[config.mk]
export PLATFORM = sky130hd
export DESIGN_NAME = vga_timing_gen_flat
export DESIGN_NICKNAME = d
export VERILOG_FILES = /design/src/rtl/vga_timing_gen_if.sv /design/src/rtl/vga_timing_gen.sv /design/src/flat_wrapper.sv
export SDC_FILE = /design/constraint.sdc
export NUM_CORES = 1
export LEC_CHECK = 0
export ABC_AREA = 1
export BUFFER_PORTS_ARGS = -buffer_cell sky130_fd_sc_hd__buf_2
export CORE_MARGIN = 1
export CORE_UTILIZATION = 35
export DETAILED_ROUTE_END_ITERATION = 12
export PLACE_DENSITY_LB_ADDON = 0.12
export RECOVER_POWER = 100
export SLEW_MARGIN = 30
export SYNTH_ARGS = -nofsm -noshare
export SYNTH_HDL_FRONTEND = slang
export SYNTH_SLANG_ARGS = --single-unit
[constraint.sdc]
create_clock -name vga_clk -period 1.8 [get_ports vga_clk]
set_input_delay 0.09 -clock vga_clk [delete_from_list [all_inputs] [get_ports vga_clk]]
set_output_delay 0.09 -clock vga_clk [all_outputs]
set_load 0.1 [all_outputs]
[src/rtl/vga_timing_gen_if.sv]
// rtl/vga_timing_gen_if.sv - raster timing bundle between the generator and the sprite renderers
interface vga_timing_gen_if;
   logic       clk_en;
   logic [9:0] DrawX;
   logic [9:0] DrawY;
   logic       blank;
   logic       hs;
   logic       vs;
   logic       line_start;
   logic       frame_start;

   modport master (
      input  clk_en,
      output DrawX, DrawY, blank, hs, vs, line_start, frame_start
   );

   modport slave (
      output clk_en,
      input  DrawX, DrawY, blank, hs, vs, line_start, frame_start
   );
endinterface

[src/rtl/vga_timing_gen.sv]
// rtl/vga_timing_gen.sv - VGA raster timing generator with zero-latency decodes
// Optional macro VGA_SYNC_DELAY_EN: delays hs/vs by SYNC_DELAY vga_clk cycles.
module vga_timing_gen #(
   parameter int H_VISIBLE  = 640,
   parameter int H_FRONT    = 16,
   parameter int H_SYNC     = 96,
   parameter int H_BACK     = 48,
   parameter int V_VISIBLE  = 480,
   parameter int V_FRONT    = 10,
   parameter int V_SYNC     = 2,
   parameter int V_BACK     = 33,
   parameter int SYNC_DELAY = 1
) (
   input  logic             vga_clk,
   input  logic             reset_n,
   vga_timing_gen_if.master vga
);

   localparam int H_TOTAL = H_VISIBLE + H_FRONT + H_SYNC + H_BACK;
   localparam int V_TOTAL = V_VISIBLE + V_FRONT + V_SYNC + V_BACK;

   localparam logic [9:0] H_LAST   = 10'(H_TOTAL - 1);
   localparam logic [9:0] V_LAST   = 10'(V_TOTAL - 1);
   localparam logic [9:0] H_ACT    = 10'(H_VISIBLE);
   localparam logic [9:0] V_ACT    = 10'(V_VISIBLE);
   localparam logic [9:0] HS_BEG   = 10'(H_VISIBLE + H_FRONT);
   localparam logic [9:0] HS_END   = 10'(H_VISIBLE + H_FRONT + H_SYNC);
   localparam logic [9:0] VS_BEG   = 10'(V_VISIBLE + V_FRONT);
   localparam logic [9:0] VS_END   = 10'(V_VISIBLE + V_FRONT + V_SYNC);

   logic [9:0] hc_q, hc_d;
   logic [9:0] vc_q, vc_d;
   logic       blank_q, blank_d;
   logic       hs_q, hs_d;
   logic       vs_q, vs_d;
   logic       line_q, line_d;
   logic       frame_q, frame_d;

   // Decodes look at the next counter values so they land in the same cycle as DrawX/DrawY.
   always_comb begin
      hc_d    = hc_q;
      vc_d    = vc_q;
      line_d  = 1'b0;
      frame_d = 1'b0;
      if (vga.clk_en) begin
         if (hc_q == H_LAST) begin
            hc_d   = '0;
            line_d = 1'b1;
            if (vc_q == V_LAST) begin
               vc_d    = '0;
               frame_d = 1'b1;
            end else begin
               vc_d = vc_q + 10'd1;
            end
         end else begin
            hc_d = hc_q + 10'd1;
         end
      end
      hs_d    = ~((hc_d >= HS_BEG) && (hc_d < HS_END));
      vs_d    = ~((vc_d >= VS_BEG) && (vc_d < VS_END));
      blank_d = (hc_d < H_ACT) && (vc_d < V_ACT);
   end

   always_ff @(posedge vga_clk or negedge reset_n) begin
      if (!reset_n) begin
         hc_q    <= H_LAST;
         vc_q    <= V_LAST;
         blank_q <= 1'b0;
         hs_q    <= 1'b1;
         vs_q    <= 1'b1;
         line_q  <= 1'b0;
         frame_q <= 1'b0;
      end else begin
         hc_q    <= hc_d;
         vc_q    <= vc_d;
         blank_q <= blank_d;
         hs_q    <= hs_d;
         vs_q    <= vs_d;
         line_q  <= line_d;
         frame_q <= frame_d;
      end
   end

   assign vga.DrawX       = hc_q;
   assign vga.DrawY       = vc_q;
   assign vga.blank       = blank_q;
   assign vga.line_start  = line_q;
   assign vga.frame_start = frame_q;

`ifdef VGA_SYNC_DELAY_EN
   logic [SYNC_DELAY-1:0] hs_pipe_q;
   logic [SYNC_DELAY-1:0] vs_pipe_q;

   // Free-running on vga_clk so the sync lines track the renderer's registered colour.
   always_ff @(posedge vga_clk or negedge reset_n) begin
      if (!reset_n) begin
         hs_pipe_q <= '1;
         vs_pipe_q <= '1;
      end else begin
         hs_pipe_q[0] <= hs_q;
         vs_pipe_q[0] <= vs_q;
         for (int i = 1; i < SYNC_DELAY; i++) begin
            hs_pipe_q[i] <= hs_pipe_q[i-1];
            vs_pipe_q[i] <= vs_pipe_q[i-1];
         end
      end
   end

   assign vga.hs = hs_pipe_q[SYNC_DELAY-1];
   assign vga.vs = vs_pipe_q[SYNC_DELAY-1];
`else
   logic [2:0] sync_delay_unused;
   assign sync_delay_unused = 3'(SYNC_DELAY);

   assign vga.hs = hs_q;
   assign vga.vs = vs_q;
`endif

endmodule

[src/flat_wrapper.sv]
// flat-port wrapper written by rule: the top's interface ports become plain ports
module vga_timing_gen_flat 
#(
   parameter int H_VISIBLE  = 640,
   parameter int H_FRONT    = 16,
   parameter int H_SYNC     = 96,
   parameter int H_BACK     = 48,
   parameter int V_VISIBLE  = 480,
   parameter int V_FRONT    = 10,
   parameter int V_SYNC     = 2,
   parameter int V_BACK     = 33,
   parameter int SYNC_DELAY = 1
)
  (vga_clk, reset_n, vga_clk_en, vga_DrawX, vga_DrawY, vga_blank, vga_hs, vga_vs, vga_line_start, vga_frame_start);
  vga_timing_gen_if vga_i ();
  input  logic vga_clk;
  input  logic reset_n;
  input wire logic [$bits(vga_i.clk_en)-1:0] vga_clk_en;
  output wire logic [$bits(vga_i.DrawX)-1:0] vga_DrawX;
  output wire logic [$bits(vga_i.DrawY)-1:0] vga_DrawY;
  output wire logic [$bits(vga_i.blank)-1:0] vga_blank;
  output wire logic [$bits(vga_i.hs)-1:0] vga_hs;
  output wire logic [$bits(vga_i.vs)-1:0] vga_vs;
  output wire logic [$bits(vga_i.line_start)-1:0] vga_line_start;
  output wire logic [$bits(vga_i.frame_start)-1:0] vga_frame_start;
  assign vga_i.clk_en = vga_clk_en;
  assign vga_DrawX = vga_i.DrawX;
  assign vga_DrawY = vga_i.DrawY;
  assign vga_blank = vga_i.blank;
  assign vga_hs = vga_i.hs;
  assign vga_vs = vga_i.vs;
  assign vga_line_start = vga_i.line_start;
  assign vga_frame_start = vga_i.frame_start;
  vga_timing_gen #(.H_VISIBLE(H_VISIBLE), .H_FRONT(H_FRONT), .H_SYNC(H_SYNC), .H_BACK(H_BACK), .V_VISIBLE(V_VISIBLE), .V_FRONT(V_FRONT), .V_SYNC(V_SYNC), .V_BACK(V_BACK), .SYNC_DELAY(SYNC_DELAY)) u_core (.vga_clk(vga_clk), .reset_n(reset_n), .vga(vga_i));
endmodule
==> Yosys cells after proc, flatten, opt, wreduce, memory -nomap -nowiden <==
Cells that the tools add are included.
{ "totals": {"in_bits": 3, "mem_bits_ro": 0, "out_inout_bits": 25, "memories": 0, "word_cells": 32, "register_bits": 25, "latchBits": 0, "ramBits": 0} }
{ "op_classes": {"reduce_logical": 3, "n_mux": 10, "mul": 0, "shift": 0, "magnitude_cmp": 6, "bitwise": 2, "n_addsub": 2, "div_mod_pow": 0, "eq_ne": 2} }
{ "ops": {"columns": ["cell", "n"], "rows": [
  ["two-way mux 10 bit", 5],
  ["adder 10 x 1 -> 10 bit, second input constant", 2],
  ["equality test 10 bit, second input constant", 2],
  ["less-than comparator 10 bit, second input constant", 2],
  ["less-than comparator 10 x 9 -> 1 bit, second input constant", 2],
  [">= comparator 10 bit, second input constant", 1],
  [">= comparator 10 x 9 -> 1 bit, second input constant", 1],
  ["two-way mux 1 bit", 5],
  ["logical AND 1 bit", 3],
  ["inverter 1 bit", 2]
]} }

==> Logic depth before layout (Yosys ltp) <==
Gate-level depths: netlist of the first run.
{ "logic_depth": {"ltp_word": 7, "mapped_depth": 12, "mapped_depth_nobuf": 12} }

==> Worst setup path after synthesis of the first run <==
Ideal clock, no wire load.
{ "synth_path": {"kind": "reg2reg", "startpoint": "register u_core.vc_q[0] (netlist: u_core.vga.DrawY[0])", "endpoint": "register u_core.vs_q (netlist: u_core.vga.vs)", "slack_ns": -0.440, "required_time_ns": 1.717, "setup_ns": 0.083, "stages_incl_launch_ff": 13, "t_arrival_ns": 2.156, "path_buffers": 0, "period_less_slack_ns": 2.240, "path_cell_list": "dfrtp_1 > inv_1 > ha_1 > inv_1 > nor2_1 > nand3_1 > nor2_1 > nand2_1 > nand2_1 > nor2_1 > nand3_1 > nor2_1 > nand3_1"} }
{ "synth_between": {"elab_chain_cells": 7, "word_cells_on_any_way": 9, "classes_between": "1 x add/sub; 2 x order compare; 1 x eq/ne; 3 x mux; 1 x bitwise; 1 x reduce/logical"} }
{ "synth_lines": {"columns": ["item", "line_no", "rtl"], "rows": [
  ["start, declared", "vga_timing_gen.sv:32", "logic [9:0] vc_q, vc_d;"],
  ["start signal, assigned", "vga_timing_gen.sv:75", "vc_q <= vc_d;"],
  ["adder 10 x 1 -> 10 bit or equality test 10 bit (tied branches)", "vga_timing_gen.sv:53, vga_timing_gen.sv:49", null],
  ["two-way mux 10 bit *", "vga_timing_gen.sv:49", "if (vc_q == V_LAST) begin"],
  ["two-way mux 10 bit *", "vga_timing_gen.sv:46", "if (hc_q == H_LAST) begin"],
  ["two-way mux 10 bit *", "vga_timing_gen.sv:45", "if (vga.clk_en) begin"],
  ["net u_core.vc_d[8]", "vga_timing_gen.sv:32", null],
  [">= comparator 10 x 9 -> 1 bit or less-than comparator 10 x 9 -> 1 bit (tied branches)", "vga_timing_gen.sv:60", "vs_d = ~((vc_d >= VS_BEG) && (vc_d < VS_END));"],
  ["logical AND 1 bit *", "vga_timing_gen.sv:60", null],
  ["inverter 1 bit *", "vga_timing_gen.sv:60", null],
  ["net u_core.vs_d", "vga_timing_gen.sv:35", "logic vs_q, vs_d;"],
  ["end signal, assigned", "vga_timing_gen.sv:78", "vs_q <= vs_d;"],
  ["end, declared", "vga_timing_gen.sv:35", null]
]} }
The timed path passes the listed nets; every way through them passes the cells marked *.

==> Worst setup path in the final report of the first run <==
{ "layout_path": {"startpoint": "register u_core.hc_q[0] (netlist: u_core.vga.DrawX[0])", "endpoint": "register u_core.blank_q (netlist: u_core.vga.blank)"} }
{ "layout_between": {"elab_chain_cells": 5, "word_cells_on_any_way": 9, "classes_between": "1 x add/sub; 2 x order compare; 1 x eq/ne; 4 x mux; 1 x reduce/logical"} }
{ "layout_lines": {"columns": ["item", "line_no", "rtl"], "rows": [
  ["start, declared", "vga_timing_gen.sv:31", "logic [9:0] hc_q, hc_d;"],
  ["start signal, assigned", "vga_timing_gen.sv:66", "hc_q <= H_LAST;"],
  ["start signal, assigned", "vga_timing_gen.sv:74", "hc_q <= hc_d;"],
  ["adder 10 x 1 -> 10 bit or equality test 10 bit (tied branches)", "vga_timing_gen.sv:56, vga_timing_gen.sv:46", null],
  ["two-way mux 10 bit *", "vga_timing_gen.sv:46", null],
  ["two-way mux 10 bit *", "vga_timing_gen.sv:45", null],
  ["net u_core.hc_d[8]", "vga_timing_gen.sv:31", null],
  ["less-than comparator 10 bit *", "vga_timing_gen.sv:61", "blank_d = (hc_d < H_ACT) && (vc_d < V_ACT);"],
  ["logical AND 1 bit *", "vga_timing_gen.sv:61", null],
  ["net u_core.blank_d", "vga_timing_gen.sv:33", "logic blank_q, blank_d;"],
  ["end signal, assigned", "vga_timing_gen.sv:76", "blank_q <= blank_d;"],
  ["end, declared", "vga_timing_gen.sv:33", null]
]} }
Marks and branches as above.

==> flow_summary.ini, run 1 <==
[placement]
io_buffers = 27
placed_cells = 278
gp_congestion = 0.827
dp_hpwl_um = 2590
preCtsSetupSlack_ps = -29.5
postPlaceCellArea_um2 = 1840

[clock_tree]
cts_root_buf = clkbuf_8
clk_latency_ps = 270
cts_sinks = 25
clockBufferDepth = 2
htree_levels = 1
cts_inserted_buffers = 3
cts_tree = done
path_clk_slew_ps = 90

[floorplan]
die_h_um = 66.2
die_w_um = 66.2
ioPinCount = 28
core_area_um2 = 3800
num_rows = 22
start_util_pct = 38.0
die_area_um2 = 4380

[logic_synthesis]
syn_nets = 192
synth-xor-area-share_pct = 1.21
syn_inst = 186
synth_area_per_cell_um2 = 7.76
yosys.cell_types.count = 25
netlist_area_um2 = 1440
synth_top_family_by_area = simple AND/OR/NAND/NOR gates
synth_mux_area_share_pct = 0.694
yosys.area_share.simple_pct = 35.1
synthAdderAreaFrac_pct = 2.60
yosysSeqAreaShare_pct = 44.4
yosys_register_bits = 25
synth_compound_area_share_pct = 4.77
yosysWarningCount = 0

[global_routing]
antenna_found_initial = 0
track_usage_pct = 17.4
grt_max_degree = 26
gr-total-overflow = 0
grt_pass1_wl_um = 5890
grt_pass1_vias = 1288

[layout]
n_antenna_cell = 0
post-route-util_pct = 53.0
syn2layout_area_growth_pct = 39.5
finalNonFillerCells = 292
fillCellCount = 360
layout-drive-gt1-share_pct = 41.0
finalInstanceArea_um2 = 2010
fin_nets = 251

[worst_setup_path]
crit_slowest_cell = dfstp_4
crit_buf_inv = 0
crit_chain = ha_4, nand3_4, nor2_4, nand3_2, o21ai_1, nand2_1, nor2_4, nor2_1, nor2_1, nor2_1
cp_max_fo = 3
crit_family = simple AND/OR/NAND/NOR gates
path_class = reg -> reg
arrival_ps = 1960
cp_data_required_time_ps = 1960
crit_path_max_incr_delay_ps = 650
start_kind = register
cpMostUsedCell = nor2_1
crit_path_end_kind = register

[sta]
fin_setup_tns_ps = 0
maxSlewHeadroom_pct = 13.8
max_freq_mhz = 557
worst_pin_slew_ps = 1290
finalCriticalPeriod_ps = 1790
hold_ws_ps = 76.9
hold_viol_final = 0
slew_violations = 0
clock_skew_ps = 4.16
setup_viol = 0
min_period_over_period_pct = 99.7
setup_slack_ps = 5.22
rsz0062_at_grt = true

[outcome]
status = completed

[worst_hold_path]
hold_class = in -> reg

[routing]
viasPerCell = 4.61
routedWlPerCell_um = 11.6
drc = 0
firstDrtPassIters = 4
vias = 1345
routed_wl_um = 3380
postRouteAntennaNets = 0
drt_iter0_drc = 58

[power_and_ir_drop]
p_leak_nw = 1.03
total_power_mw = 2.84
ir_drop_v = 0.000577
p_per_area_nw_per_um2 = 1410

[run]
drv_cap = 0
[synth_stat cells, drive strengths merged]
cell type  count  share of area (%)
a21oi          1               0.61
buf            1                1.0
dfrtp         13                 23
dfstp         12                 22
ha             3                2.6
inv           39                 10
mux2i          1               0.69
nand2         41                 11
nand3         21                8.0
nand3b         1               0.52
nand4          6                4.1
nor2          29                9.0
nor3           5                2.5
o21ai          9                3.1
o21bai         2                1.0
xor2           2                1.2
[power breakdown]
| part | internal, mW | leakage (nW) | switching [mW] |
|---|---|---|---|
| Combinational | 0.368 | 0.740 | 1.26 |
| Sequential | 0.770 | 0.271 | 0.108 |
| Clock | 0.158 | 0.0228 | 0.177 |
[path summary, 6_finish.rpt]
path,endpoint,cells past startpoint,slack (ps),from
max,u_core.vga.blank,10,5,u_core.vga.DrawX[0]
max in group asynchronous,u_core.vga.DrawY[6],2,320,reset_n
max reg2reg,u_core.vga.blank,10,5,u_core.vga.DrawX[0]
min reg2reg,u_core.vga.DrawX[3],2,590,u_core.vga.DrawX[3]
min in group asynchronous,u_core.vga.line_start,2,620,reset_n
min,u_core.vga.DrawX[0],2,80,vga_clk_en
[metal layers]
metal  GRT usage, %  share of wire, %  vias up  wire, um
li1               -                 -      696         -
met5              0                 0        -         0
met1           24.2                46      613      1570
met3           2.24               4.2        2       142
met2           29.0                49       34      1660
met4           3.19              0.30        0        10
[repair_timing]
item	CTS	global route
hold buffers	1	0
endpoints found under the hold margin	13	0
cloned	1	0
gates resized for setup	0	12
setup buffers	1	7
pin swaps	2	10
setup endpoints to repair	2	7
[area by class of cell]
class | count | area, um^2 | area share [%]
clock buffers | 4 | 45.0 | 2.24
inverters | 39 | 146 | 7.28
multi-input cells | 122 | 744 | 37.0
flip-flops and latches | 25 | 681 | 33.8
well taps | 48 | 60.1 | 2.99
repair buffers | 54 | 335 | 16.7
[placed cells by master (no fill, tap or decap), drive strengths merged]
| master | instances |
|---|---|
| o21bai | 2 |
| dlygate4sd3 | 1 |
| dfstp | 12 |
| nand2 | 41 |
| nor2 | 30 |
| o21ai | 9 |
| ha | 3 |
| xor2 | 2 |
| buf | 37 |
| nor3 | 5 |
| inv | 39 |
| nand4 | 6 |
| nand3b | 1 |
| a21oi | 1 |
| clkbuf | 20 |
| nand3 | 21 |
| dfrtp | 13 |
| mux2i | 1 |
[kinds of logic (layout without fill, tap and decap cells)]
family	count (synthesis)	count (layout)
AO/OA/AOI/OAI	12	12
XOR/XNOR	2	2
adder cells (fa/ha/maj)	3	3
buffers and inverters	40	97
flip-flops	25	25
multiplexers	1	1
AND/OR/NAND/NOR	103	104
[registers in the layout, summed over array words and instances, names as in the netlist]
register / flops
u_core.vga.blank: 1
u_core.vga.vs: 1
u_core.vga.DrawY: 10
u_core.vga.hs: 1
u_core.vga.DrawX: 10
u_core.vga.line_start: 1
u_core.vga.frame_start: 1
Power figures use the tool's default switching activity.
==> run 2, diff against run 1 <==
--- a/config.mk
+++ b/config.mk
@@ -8,7 +8,8 @@
 export ABC_AREA = 1
 export BUFFER_PORTS_ARGS = -buffer_cell sky130_fd_sc_hd__buf_2
 export CORE_MARGIN = 1
-export CORE_UTILIZATION = 35
+export CORE_UTILIZATION = 49
+export CTS_CLUSTER_SIZE = 24
 export DETAILED_ROUTE_END_ITERATION = 12
 export PLACE_DENSITY_LB_ADDON = 0.12
 export RECOVER_POWER = 100
==> run 2 against run 1 <==
Utilization grew 17 points. Sequential power increased by 2.5%. Clock power is 26% lower. The flow now finishes with violations (setup timing). Highest routed layer unchanged. Register-to-register slack worse by 80 ps.
==> flow_summary.ini, run 2 (same netlist as run 1, synthesis figures left out) <==
[sta]
min_period_over_period_pct = 104
worst_pin_slew_ps = 1310
hold_viol_final = 0
finalCriticalPeriod_ps = 1880
setup_slack_ps = -77.3
setup_viol = 4
max_freq_mhz = 533
maxSlewHeadroom_pct = 12.8
clock_skew_ps = 5.02
hold_ws_ps = 22.2
rsz0062_at_grt = true
slew_violations = 0

[worst_setup_path]
cp_data_required_time_ps = 2030
start_kind = register
arrival_ps = 2110
cp-endpoint = u_core.vga.blank
cp_max_fo = 3
startpoint = u_core.vga.DrawX[1]
rr_worst_depth = 10
rr_endpoint = u_core.vga.blank
r2r_setup_slack_ps = -80
path_class = reg -> reg
r2r_start = u_core.vga.DrawX[1]
crit_path_end_kind = register

[global_routing]
grtUsageMet3_pct = 2.76
antenna_found_initial = 0
gr-total-overflow = 0
grt_pass1_vias = 1268
grt_util_met2_pct = 41.0
grt_max_degree = 26
grt_pass1_wl_um = 5750
top_usage_layer = met2
grt_util_met1_pct = 29.8
track_usage_pct = 23.5

[power_and_ir_drop]
p_leak_nw = 1.02
p_per_area_nw_per_um2 = 1370
ir_drop_v = 0.00155

[clock_tree]
clk_latency_ps = 320
cts_root_buf = clkbuf_4
clockBufferDepth = 2
htree_levels = 1
cts_inserted_buffers = 3
path_clk_slew_ps = 130
cts_sinks = 25
cts_tree = done

[routing]
routed_wl_um = 3510
viasPerCell = 5.17
firstDrtPassIters = 5
routedWlPerCell_um = 12.9
drc = 0
drt_iter0_drc = 77
vias = 1406
postRouteAntennaNets = 0

[layout]
syn2layout_area_growth_pct = 35.0
fin_nets = 248
layout-drive-gt1-share_pct = 41.5
n_antenna_cell = 0
finalNonFillerCells = 272
fillCellCount = 231
final_common_cell = nand2_1
mostFrequentLayoutCells = 36 x nand2_1, 35 x inv_1, 24 x clkbuf_2

[floorplan]
die_area_um2 = 3170
die_w_um = 56.3
ioPinCount = 28
core_area_um2 = 2780
die_h_um = 56.3
start_util_pct = 51.9
num_rows = 19

[placement]
gp_congestion = 0.886
dp_hpwl_um = 2600
io_buffers = 27
placed_cells = 261

[outcome]
status = finished, violations left
violations = setup timing

[worst_hold_path]
hold_class = in -> reg

[run]
drv_cap = 0
==> run 2: critical path, cell delays in order (launching register included) <==
cell and delay, ps:
dfstp_4 650, buf_4 110, nand2_1 50, nor2_2 120, nand2_1 80, inv_2 80, nand4_1 140, o21ai_1 210
nand3_1 150, nor2_1 140, nor2_1 50
==> run 2: worst min-delay path by stage <==
stage	from	to	slack, ps	depth (start not counted)
2_1_floorplan	reset_n	u_core.vga.DrawX[5]	-210	0
3_3_place_gp	reset_n	u_core.vga.line_start	100	1
3_5_place_dp	reset_n	u_core.vga.line_start	110	1
4_1_cts	vga_clk_en	u_core.vga.DrawX[0]	10	2
5_1_grt	vga_clk_en	u_core.vga.DrawX[0]	2	2
6_report	vga_clk_en	u_core.vga.DrawX[0]	20	2
==> run 2: layout make-up <==
cell class              count  area (um^2)  area share (%)
flip-flops and latches     25          681            34.9
clock buffers               4         26.3            1.35
multi-input cells         122          739            38.0
repair buffers             51          317            16.2
inverters                  39          146            7.51
well taps                  31         38.8            1.99
==> run 2: timing repair <==
| item | 4_1_cts | 5_1_grt |
|---|---|---|
| setup buffers | 2 | 3 |
| endpoints found under the setup margin | 4 | 10 |
| cloned | 1 | 0 |
| pin swaps | 3 | 13 |
| hold buffers | 1 | 0 |
| resized for setup | 4 | 10 |
| hold endpoints to repair | 13 | 0 |
==> run 2: power breakdown <==
part,internal [mW],switching [mW],total (mW)
combinational,0.296,1.22,1.52
sequential,0.770,0.129,0.899
clock,0.0867,0.163,0.250
total,1.15,1.52,2.67
==> run 2: per-layer routing <==
metal	share of wire, %	vias to the layer above	wire, um
li1	-	688	-
met1	42	665	1480
met2	52	46	1830
met3	4.3	7	152
met4	1.3	0	47
met5	0	-	0
==> run 2: metrics by stage <==
stage	util, %	instance area, um^2	worst slack [ps]	total power [mW]	setup TNS [ps]
6_report	70.0	1950	-77.3	2.67	-220
5_1_grt	70.0	1950	-197	2.80	-819
4_1_cts	67.8	1890	-53.1	2.63	-79.5
3_5_place_dp	65.4	1820	-56.3	2.35	-102
3_3_place_gp	65.4	1820	5.47	2.33	0
2_1_floorplan	-	1530	-126	2.10	-301
==> run 3, diff against run 2 <==
==> constraint.sdc (replaced) <==
create_clock -name vga_clk -period 1.6 [get_ports vga_clk]
set_input_delay 0.08 -clock vga_clk [delete_from_list [all_inputs] [get_ports vga_clk]]
set_output_delay 0.08 -clock vga_clk [all_outputs]
set_load 0.1 [all_outputs]
==> run 3 against run 2 <==
The run still ends with setup timing left. Register-to-register slack worse by 150 ps. Maximum frequency is 2.8% higher. Sequential power is 11% higher. Utilization is 11 points higher. Clock-buffer cell count is 1 lower. Combinational power is 33% higher. Critical path type unchanged.
==> flow_summary.ini, run 3 (same netlist as run 1, synthesis figures left out) <==
[routing]
firstDrtPassIters = 4
drt_iter0_drc = 56
viasPerCell = 5.14
postRouteAntennaNets = 0
vias = 1515
routed_wl_um = 3910
drc = 0
routedWlPerCell_um = 13.3

[floorplan]
start_util_pct = 51.9
die_area_um2 = 3170
core_area_um2 = 2780
ioPinCount = 28
die_h_um = 56.3
num_rows = 19
die_w_um = 56.3

[placement]
gp_congestion = 0.822
dp_hpwl_um = 2730
io_buffers = 27
preCtsSetupSlack_ps = -245
placed_cells = 277

[worst_setup_path]
crit_path_end_kind = register
path_class = reg -> reg
cp_max_fo = 5
arrival_ps = 2110
start_kind = register
cp_data_required_time_ps = 1880

[sta]
setup_slack_ps = -227
worst_pin_slew_ps = 633
setup_viol = 15
max_freq_mhz = 547
finalCriticalPeriod_ps = 1830
maxSlewHeadroom_pct = 57.8
slew_violations = 0
clock_skew_ps = 16.3
rsz0062_at_grt = true
min_period_over_period_pct = 114
hold_viol_final = 0

[power_and_ir_drop]
p_seq_share_pct = 30.2
p_comb_share_pct = 61.1
intPower_mw = 1.50
p_leak_nw = 1.17
switchingPower_mw = 1.80
swShare_pct = 54.5
total_power_mw = 3.31
p_per_area_nw_per_um2 = 1460
clockPowerShare_pct = 8.7
ir_drop_v = 0.00193

[worst_hold_path]
hold_class = in -> reg

[outcome]
status = finished, violations left
violations = setup timing

[clock_tree]
cts_tree = done
cts_inserted_buffers = 3
path_clk_slew_ps = 150
cts_root_buf = clkbuf_4
cts_sinks = 25
clockBufferDepth = 2
htree_levels = 1
clk_latency_ps = 330

[global_routing]
grt_max_degree = 26
grt_pass1_wl_um = 6400
gr-total-overflow = 0
track_usage_pct = 26.2
antenna_found_initial = 0
grt_pass1_vias = 1511

[layout]
fin_nets = 271
n_antenna_cell = 0
syn2layout_area_growth_pct = 57.0
final_common_cell = buf_4
mostFrequentLayoutCells = 35 x buf_4, 33 x nand2_1, 31 x inv_1
finalNonFillerCells = 295
post-route-util_pct = 81.4
layout-drive-gt1-share_pct = 54.2

[run]
drv_cap = 0
==> run 3: changes by cell type in the layout (fill, tap and decap cells not counted), moves of 4 or more <==
cell      delta
clkbuf_2     -6
clkbuf_4     +4
buf_6       +10
nand3_1      -5
nand3_2      +6
inv_1        -4
buf_4       +13
==> run 3: worst paths after layout <==
path | cells past startpoint | end | slack, ps | startpoint
setup / recovery | 12 | u_core.vga.vs | -230 | u_core.vga.DrawX[0]
hold / removal | 2 | u_core.vga.DrawX[0] | 30 | vga_clk_en
setup reg to reg | 12 | u_core.vga.vs | -230 | u_core.vga.DrawX[0]
hold reg to reg | 1 | u_core.vga.DrawX[0] | 630 | u_core.vga.DrawX[0]
max in group asynchronous | 2 | u_core.vga.DrawY[0] | 860 | reset_n
min in group asynchronous | 2 | u_core.vga.DrawX[6] | 280 | reset_n
==> run 3: per-stage QoR <==
step / setup TNS, ps / hold WS, ps / area, um^2
6_report: -1890 / 28.3 / 2260
5_1_grt: -3340 / 18.0 / 2260
4_1_cts: -1570 / 10.4 / 2100
3_5_place_dp: -1470 / 105 / 1940
3_3_place_gp: -1360 / 96.5 / 1940
2_1_floorplan: -2210 / -216 / 1530
==> run 3: critical path, cell delays in order, from the launching register on <==
cell and delay (ps):
dfstp_4 670, ha_4 170, nand4_4 150, nor2_4 230
buf_4 140, nand2_1 40, nand2_1 70, nand2_2 60
nand2_1 60, nor2_1 40, nand2_1 80, nor2_1 40
nand3_1 60
==> run 3: repair_timing <==
item	in CTS	in global routing
gates cloned	1	0
pin swaps	12	13
buffers inserted	5	7
endpoints found under the hold margin	13	0
gates resized for setup	19	29
hold buffers	1	0
setup endpoints to repair	16	24
==> run 3: power by group through the flow <==
stage               sequential (mW)  combinational [mW]  clock, mW
floorplan                      1.99               0.372          0
finish                        0.997                2.02      0.289
CTS                           0.994                1.89      0.295
global placement              0.997                1.81          0
detailed placement             1.00                1.84          0
global route                   1.02                2.14      0.319
==> run 3: layout make-up <==
type,count,area [um^2]
clock buffers,3,22.5
well taps,31,38.8
flip-flops and latches,25,681
multi-input cells,122,816
clock inverters,1,5.00
repair buffers,74,553
inverters,39,149
fillers,183,517
==> run 3: routing by layer <==
| layer | GRT usage (%) | up-vias | wire [um] |
|---|---|---|---|
| li1 | - | 740 | - |
| met1 | 33.0 | 727 | 1710 |
| met2 | 45.2 | 37 | 2000 |
| met3 | 2.30 | 11 | 108 |
| met4 | 12.9 | 0 | 99 |
| met5 | 0 | - | 0 |
